**src/rtl/boot_loader.sv**
```systemverilog
// UART boot loader: assembles a length-prefixed little-endian word image, writes it to instruction ROM,
// then passes the ROM port through to the CPU. Optional trailer checksum check with BOOT_CHECKSUM_EN.
module boot_loader #(
  parameter logic [31:0] BASE_ADDR = 32'h0000_0000,
  parameter int unsigned MAX_WORDS = 1048576
) (
  input  logic        clk,
  input  logic        rst,
  input  logic [7:0]  uart_data_i,
  input  logic        uart_valid_i,
  input  logic [31:0] cpu_addr_i,
  input  logic        cpu_ce_i,
  output logic [31:0] rom_addr_o,
  output logic        rom_ce_o,
  output logic        rom_op_o,
  output logic [31:0] rom_wr_data_o,
  output logic        cpu_stall_o,
  output logic        boot_done_o,
  output logic        boot_err_o
);

  localparam logic ROM_OP_READ  = 1'b0;
  localparam logic ROM_OP_WRITE = 1'b1;

  typedef enum logic [2:0] {S_LEN, S_DATA, S_CHK, S_DONE, S_ERR} state_t;

  state_t      state_q, state_d;
  logic [1:0]  byte_cnt_q, byte_cnt_d;
  logic [31:0] asm_q, asm_d;
  logic [31:0] len_q, len_d;
  logic [31:0] word_cnt_q, word_cnt_d;
  logic        wr_pend_q, wr_pend_d;
  logic [31:0] wr_buf_q, wr_buf_d;
`ifdef BOOT_CHECKSUM_EN
  logic [31:0] csum_q, csum_d;
`endif

  logic        accept_c;
  logic        word_done_c;
  logic [31:0] full_word_c;

  always_ff @(posedge clk or posedge rst) begin
    if (rst) begin
      state_q    <= S_LEN;
      byte_cnt_q <= 2'd0;
      asm_q      <= 32'd0;
      len_q      <= 32'd0;
      word_cnt_q <= 32'd0;
      wr_pend_q  <= 1'b0;
      wr_buf_q   <= 32'd0;
`ifdef BOOT_CHECKSUM_EN
      csum_q     <= 32'd0;
`endif
    end else begin
      state_q    <= state_d;
      byte_cnt_q <= byte_cnt_d;
      asm_q      <= asm_d;
      len_q      <= len_d;
      word_cnt_q <= word_cnt_d;
      wr_pend_q  <= wr_pend_d;
      wr_buf_q   <= wr_buf_d;
`ifdef BOOT_CHECKSUM_EN
      csum_q     <= csum_d;
`endif
    end
  end

  // Bytes are taken in every loading state, so capture overlaps the write cycle.
  assign accept_c    = uart_valid_i && (state_q != S_DONE) && (state_q != S_ERR);
  assign word_done_c = accept_c && (byte_cnt_q == 2'd3);
  assign full_word_c = {uart_data_i, asm_q[23:0]};

  always_comb begin
    state_d    = state_q;
    byte_cnt_d = byte_cnt_q;
    asm_d      = asm_q;
    len_d      = len_q;
    word_cnt_d = word_cnt_q;
    wr_pend_d  = 1'b0;
    wr_buf_d   = wr_buf_q;
`ifdef BOOT_CHECKSUM_EN
    csum_d     = csum_q;
`endif

    if (accept_c) begin
      byte_cnt_d = byte_cnt_q + 2'd1;
      case (byte_cnt_q)
        2'd0:    asm_d[7:0]   = uart_data_i;
        2'd1:    asm_d[15:8]  = uart_data_i;
        2'd2:    asm_d[23:16] = uart_data_i;
        default: asm_d[31:24] = uart_data_i;
      endcase
    end

    case (state_q)
      S_LEN: begin
        if (word_done_c) begin
          len_d      = full_word_c;
          word_cnt_d = 32'd0;
`ifdef BOOT_CHECKSUM_EN
          csum_d     = 32'd0;
          if (full_word_c == 32'd0)                  state_d = S_CHK;
`else
          if (full_word_c == 32'd0)                  state_d = S_DONE;
`endif
          else if (full_word_c > 32'(MAX_WORDS))     state_d = S_ERR;
          else                                       state_d = S_DATA;
        end
      end
      S_DATA: begin
        if (word_done_c) begin
          wr_pend_d = 1'b1;
          wr_buf_d  = full_word_c;
`ifdef BOOT_CHECKSUM_EN
          csum_d    = csum_q ^ full_word_c;
`endif
        end
        if (wr_pend_q) begin
          word_cnt_d = word_cnt_q + 32'd1;
          if (word_cnt_q == len_q - 32'd1) begin
`ifdef BOOT_CHECKSUM_EN
            state_d = S_CHK;
`else
            state_d = S_DONE;
`endif
          end
        end
      end
`ifdef BOOT_CHECKSUM_EN
      S_CHK: begin
        if (word_done_c) state_d = (full_word_c == csum_q) ? S_DONE : S_ERR;
      end
`endif
      default: ;
    endcase
  end

  // Port outputs decode straight from state so reset and the pass-through act immediately.
  always_comb begin
    rom_addr_o    = 32'd0;
    rom_ce_o      = 1'b0;
    rom_op_o      = ROM_OP_READ;
    rom_wr_data_o = 32'd0;
    cpu_stall_o   = 1'b1;
    boot_done_o   = 1'b0;
    boot_err_o    = 1'b0;
    case (state_q)
      S_DATA: begin
        if (wr_pend_q) begin
          rom_ce_o      = 1'b1;
          rom_op_o      = ROM_OP_WRITE;
          rom_addr_o    = BASE_ADDR + (word_cnt_q << 2);
          rom_wr_data_o = wr_buf_q;
        end
      end
      S_DONE: begin
        rom_addr_o  = cpu_addr_i;
        rom_ce_o    = cpu_ce_i;
        cpu_stall_o = 1'b0;
        boot_done_o = 1'b1;
      end
      S_ERR: boot_err_o = 1'b1;
      default: ;
    endcase
  end

endmodule

```
**config.mk**
```make
export PLATFORM = sky130hd
export DESIGN_NAME = boot_loader
export DESIGN_NICKNAME = d
export VERILOG_FILES = /design/src/rtl/boot_loader.sv
export SDC_FILE = /design/constraint.sdc
export NUM_CORES = 1
export LEC_CHECK = 0
export ABC_AREA = 1
export BUFFER_PORTS_ARGS = -buffer_cell sky130_fd_sc_hd__clkbuf_2
export CORE_MARGIN = 2
export CORE_UTILIZATION = 35
export CTS_BUF_LIST = sky130_fd_sc_hd__clkbuf_4 sky130_fd_sc_hd__clkbuf_8
export DETAILED_ROUTE_END_ITERATION = 6
export SETUP_SLACK_MARGIN = 0.4
export SLEW_MARGIN = 5
export SYNTH_ARGS = -nofsm -noshare
export SYNTH_HDL_FRONTEND = slang
export SYNTH_SLANG_ARGS = --single-unit
```
**constraint.sdc**
```tcl
create_clock -name clk -period 10.9 [get_ports clk]
set_input_delay 0.545 -clock clk [delete_from_list [all_inputs] [get_ports clk]]
set_output_delay 0.545 -clock clk [all_outputs]
set_load 0.005 [all_outputs]
```
### After elaboration in Yosys (flattened, before gate mapping)

Cells that the tools add are included.

* flip-flop bits (word level): 126
* output and inout port bits: 69
* word-level logic and storage cells: 60

* add/sub/neg operators: 3
* order comparisons: 1
* equality and inequality tests: 12
* multiplexer cells: 21
* reductions and logical operators: 14

Operator list (number)
* 32-bit 2-to-1 mux: 5
* 32-bit case mux with 2 select lines: 2
* 32-bit by 1-bit adder with 32-bit output, second input constant: 1
* 32-bit equality test: 1
* 32-bit by 21-bit > comparator with 1-bit output, second input constant: 1
* 32-bit zero test: 1
* 32-bit by 1-bit subtractor with 32-bit output, second input constant: 1
* 3-bit 2-to-1 mux: 5
* 2-bit AND reduction: 5
* 1-bit 2-to-1 mux: 7
* 2-bit inequality test, second input constant: 3
* 3-bit case mux with 2 select lines: 1
* 2-bit equality test, second input constant: 2
* 4-bit AND reduction: 1
* 3-bit by 1-bit equality test with 1-bit output, second input constant: 1
* 3-bit by 2-bit equality test with 1-bit output, second input constant: 1
* 3-bit equality test, second input constant: 1
* 1-bit logical AND: 3
* 3-bit zero test: 1
* 3-bit by 2-bit inequality test with 1-bit output, second input constant: 1
* 3-bit inequality test, second input constant: 1
* 3-bit AND reduction: 1
* 2-bit by 1-bit adder with 2-bit output, second input constant: 1
* 2-bit by 1-bit equality test with 1-bit output, second input constant: 1
* other kinds (3): 3

### Logic depth before layout (Yosys ltp)

* depth after elaboration: 6
* gate-level depth with buffers: 17

### Worst setup path before layout

OpenSTA, ideal clock, no wires.

* kind: register -> register
* start point: register len_q[0]
* end point: register state_q[0]
* library setup time: 0.117 ns
* arrival time: 1.833 ns
* required time: 10.783 ns
* setup slack: 8.950 ns
* stages on the path, launching flop included: 16
* buffers on the path: 0
* cell sequence: dfrtp_1 inv_1 ha_1 nand3_1 nor2_4 nand2_1 nor2_1 nand3_1 nand2_1 nand3_1 nor2_1 nand4_1 nand2_1 nand2_1 nand2_1 nand2_1

* cells in the longest elaborated chain, start to end: 4

RTL lines
* from (decl): line 30 `logic [31:0] len_q, len_d;`
* from (signal assigned): line 58 `len_q <= len_d;`
* 32-bit by 1-bit subtractor with 32-bit output: line 120 `if (word_cnt_q == len_q - 32'd1) begin`
* 32-bit equality test: line 120
* 2-bit inequality test (no source line)
* 4-bit AND reduction (no source line)
* to (signal assigned): line 55 `state_q <= state_d;`
* to (decl): line 27 `state_t state_q, state_d;`

Every way passes these cells.
A chain may end at the register's enable or synchronous reset.

### Worst setup path in the final report

* start point: register state_q[1]
* end point: output rom_addr_o[3]

* cells in the longest elaborated chain, start to end: 2

RTL lines
* 3-bit by 2-bit equality test with 1-bit output or 3-bit by 1-bit equality test with 1-bit output (tied branches): line 147 `case (state_q)`
* 32-bit case mux with 2 select lines (*): line 147
* to (decl): line 13 `output logic [31:0] rom_addr_o,`

Mark *: on every way between the ends. The rest lies on a longest branch, timed or not.

==> impl_metrics.yaml <==
route:
  dr.pass1.iters: 7
  ant_nets: 0
  wl_per_cell_um: 14.82
  drtIter0Drc: 460
  vias_per_cell: 4.872
  drc: 1
  vias: 7021
  wl_mm: 21.36
pwr:
  p_leak_nw: 4.479
  power_density_mw_per_mm2: 127.3
  switching_power_mw: 0.3552
  p_sw_share_pct: 32.17
  clkPwrFrac_pct: 38.1
  power.internal_mw: 0.7492
  p_seq_share_pct: 48.8
  ir_drop_uv: 86.62
  combPwrFrac_pct: 13.2
critical_path:
  critPathMaxFanout: 42
  cp_num_buf_inv: 3
  worstPathCellList: "inv_2, nand3_2, nor2_4, inv_2, o21ai_0, clkbuf_2"
  max_stage_delay_ns: 0.72
  cp.required_ns: 10.36
  regToRegStartpoint: "state_q[1]"
  worstRegToRegCells: 5
  r2r_end: "wr_buf_q[23]"
  crit_path_end_kind: "output port"
  path_class: "reg2out"
  arrival_ns: 2.77
  slowest_stage: "nand3_2"
  worstSetupStartpointType: "register"
  crit_family: "simple AND/OR/NAND/NOR gates"
  r2r_slack_ns: 7.67
  cp_common_cell: "inv_2"
  startpoint: "state_q[1]"
sta:
  fmax_mhz: 301.4
  slew_viol_final: 0
  fin_crit_sh_pct: 30.44
  setup_ws_ns: 7.582
  finalSetupViolations: 0
  rsz0062_at_grt: "no"
  fin_worst_skew_ns: 0.01416
  hold_viol: 0
  tns_ns: 0
  tightest_slew_ns: 1.070
  post-route-min-period_ns: 3.318
  holdWs_ns: 0.2594
  slew_headroom_pct: 28.68
logic_synthesis:
  synth.avg_cell_area_um2: 7.091
  syn_nets: 1108
  synth.cell_area_mm2: 0.007502
  ys_seq_area_share_pct: 42.03
  synth.yosys.warnings: 0
  synth_cell_types: 38
  syn_inst: 1058
  synth-seq-cells: 126
layout:
  num_antenna_cells: 0
  final_nets: 1203
  multi_input_area_mm2: 0.003724
  n_fill_cell: 2197
  layout.cells.non_filler: 1441
  areaGrowthSynthToFinish_pct: 15.63
  final_area_mm2: 0.008675
  area.sequential_mm2: 0.003153
  drive_above_1_share_pct: 15.09
clock_network:
  clkSinkCount: 126
  htreeDepth: 4
  cts_tree: "done"
  cts_buffer_depth: 2
  cts_made_buffers: 17
  clk_pin_slew_ns: 0.09
  post_cts_buffers: 0
  clockRootBuffer: "clkbuf_8"
  cts_resized: 0
  clk_latency_ns: 0.44
  hold_buffers: 0
floorplanning:
  num_io_pins: 113
  fp.dieH_um: 150.4
  die_area_mm2: 0.02262
  die_w_um: 150.4
  num_rows: 53
  core_mm2: 0.02102
  initial_core_util_pct: 35.69
global_routing:
  grt_antenna_before_repair: 0
  grt_max_degree: 81
  grt_pass1_vias: 6240
  grt_use_total_pct: 19.36
  grt_pass1_wl_mm: 33.95
  grt_overflow: 0
placed_design:
  pre_cts_slack_ns: 7.589
  portBuffers: 112
  place_area_mm2: 0.008282
  post-dp-hpwl_mm: 15.84
  place_inst: 1409
  gp_congestion: 0.9213
flow_run:
  cap_violations: 0
hold_path:
  worstHoldPathType: "in2async"
status:
  status: "finished, violations left"
  failed_checks: "DRC"
-- area by class of cell --
cell class	instances	area share, %
Tap cell	275	3.967
Clock buffer	18	2.856
Inverter	126	5.510
Multi-Input combinational cell	767	42.93
Sequential cell	126	36.35
Clock inverter	14	1.673
Timing Repair Buffer	115	6.721
-- sequential cells by signal, summed over array words and instances, names as in the netlist --
register / count
len_q: 32
wr_buf_q: 32
word_cnt_q: 32
state_q: 3
byte_cnt_q: 2
asm_q: 24
wr_pend_q: 1
-- worst max path at each step --
stage          cells past startpoint             to  slack [ns]
2_1_floorplan                      1       asm_q[0]        7.00
3_5_place_dp                       5   wr_buf_q[23]        7.59
6_report                           6  rom_addr_o[3]        7.58
3_3_place_gp                       5   wr_buf_q[18]        7.79
5_1_grt                            5   wr_buf_q[28]        7.21
4_1_cts                            6  rom_addr_o[3]        7.48
-- layer usage --
layer	up-vias	track usage (%)	wire, um
met3	22	3.182	1074
met1	3236	27.84	10360
li1	3563	-	-
met5	-	0	0
met2	200	30.20	9654
met4	0	5.189	265
-- cell families after synthesis --
family          Yosys count  synth area share [%]
compound gates          168                 11.96
xor+xnor                 47                 5.487
flops                   126                 42.03
fa+ha+maj                 6                 1.001
simple gates            546                 31.05
buf+inv                 165                 8.472
-- synthesized netlist by cell type, drive strengths merged --
cell type  number  area, um2
nand2         315       1195
nor2          136      564.3
o21ai         131      655.6
dfrtp         126       3153
inv           125      471.7
nand3          32      182.7
xor2           30      262.8
clkbuf         29      108.9
nor3           28      156.4
nand4          21      137.6
a21oi          19      95.09
xnor2          17      148.9
buf            10      51.30
nor4            8      50.05
o31ai           7      52.55
ha              6      75.07
a22o            5      43.79
nand3b          5      37.54
o21bai          3      22.52
a32o            2      20.02
a211oi          1      7.510
and2            1      6.260
clkinv          1      3.750
-- per-stage QoR --
stage / power (mW) / utilization (%)
after detailed placement: 0.6956 / 39.40
after global routing: 1.159 / 41.27
final: 1.104 / 41.27
after CTS: 1.114 / 41.27
after floorplan: 0.6381 / -
after global placement: 0.6923 / 39.40
-- cells in the final DEF, fill, tap and decap left out, types with 7 or more instances in the layout --
| cell | synthesis | final |
|---|---|---|
| o21ai_0 | 120 | 120 |
| inv_1 | 118 | 117 |
| nor2_1 | 126 | 126 |
| nand4_1 | 20 | 20 |
| clkbuf_8 | 0 | 18 |
| clkbuf_2 | 0 | 112 |
| dfrtp_1 | 126 | 126 |
| nand2_1 | 312 | 312 |
| o31ai_1 | 7 | 7 |
| xnor2_1 | 17 | 17 |
| xor2_1 | 30 | 30 |
| o21ai_1 | 11 | 11 |
| nor3_1 | 26 | 26 |
| nor4_1 | 8 | 8 |
| nand3_1 | 29 | 27 |
| a21oi_1 | 19 | 19 |
-- power groups by stage --
stage	clock network [mW]	logic [mW]	registers (mW)
floorplan	0	0.0969	0.541
global placement	0	0.146	0.546
detailed placement	0	0.148	0.547
CTS	0.427	0.149	0.538
global route	0.446	0.168	0.545
finish	0.421	0.145	0.538
(Power assumes the default switching activity.)
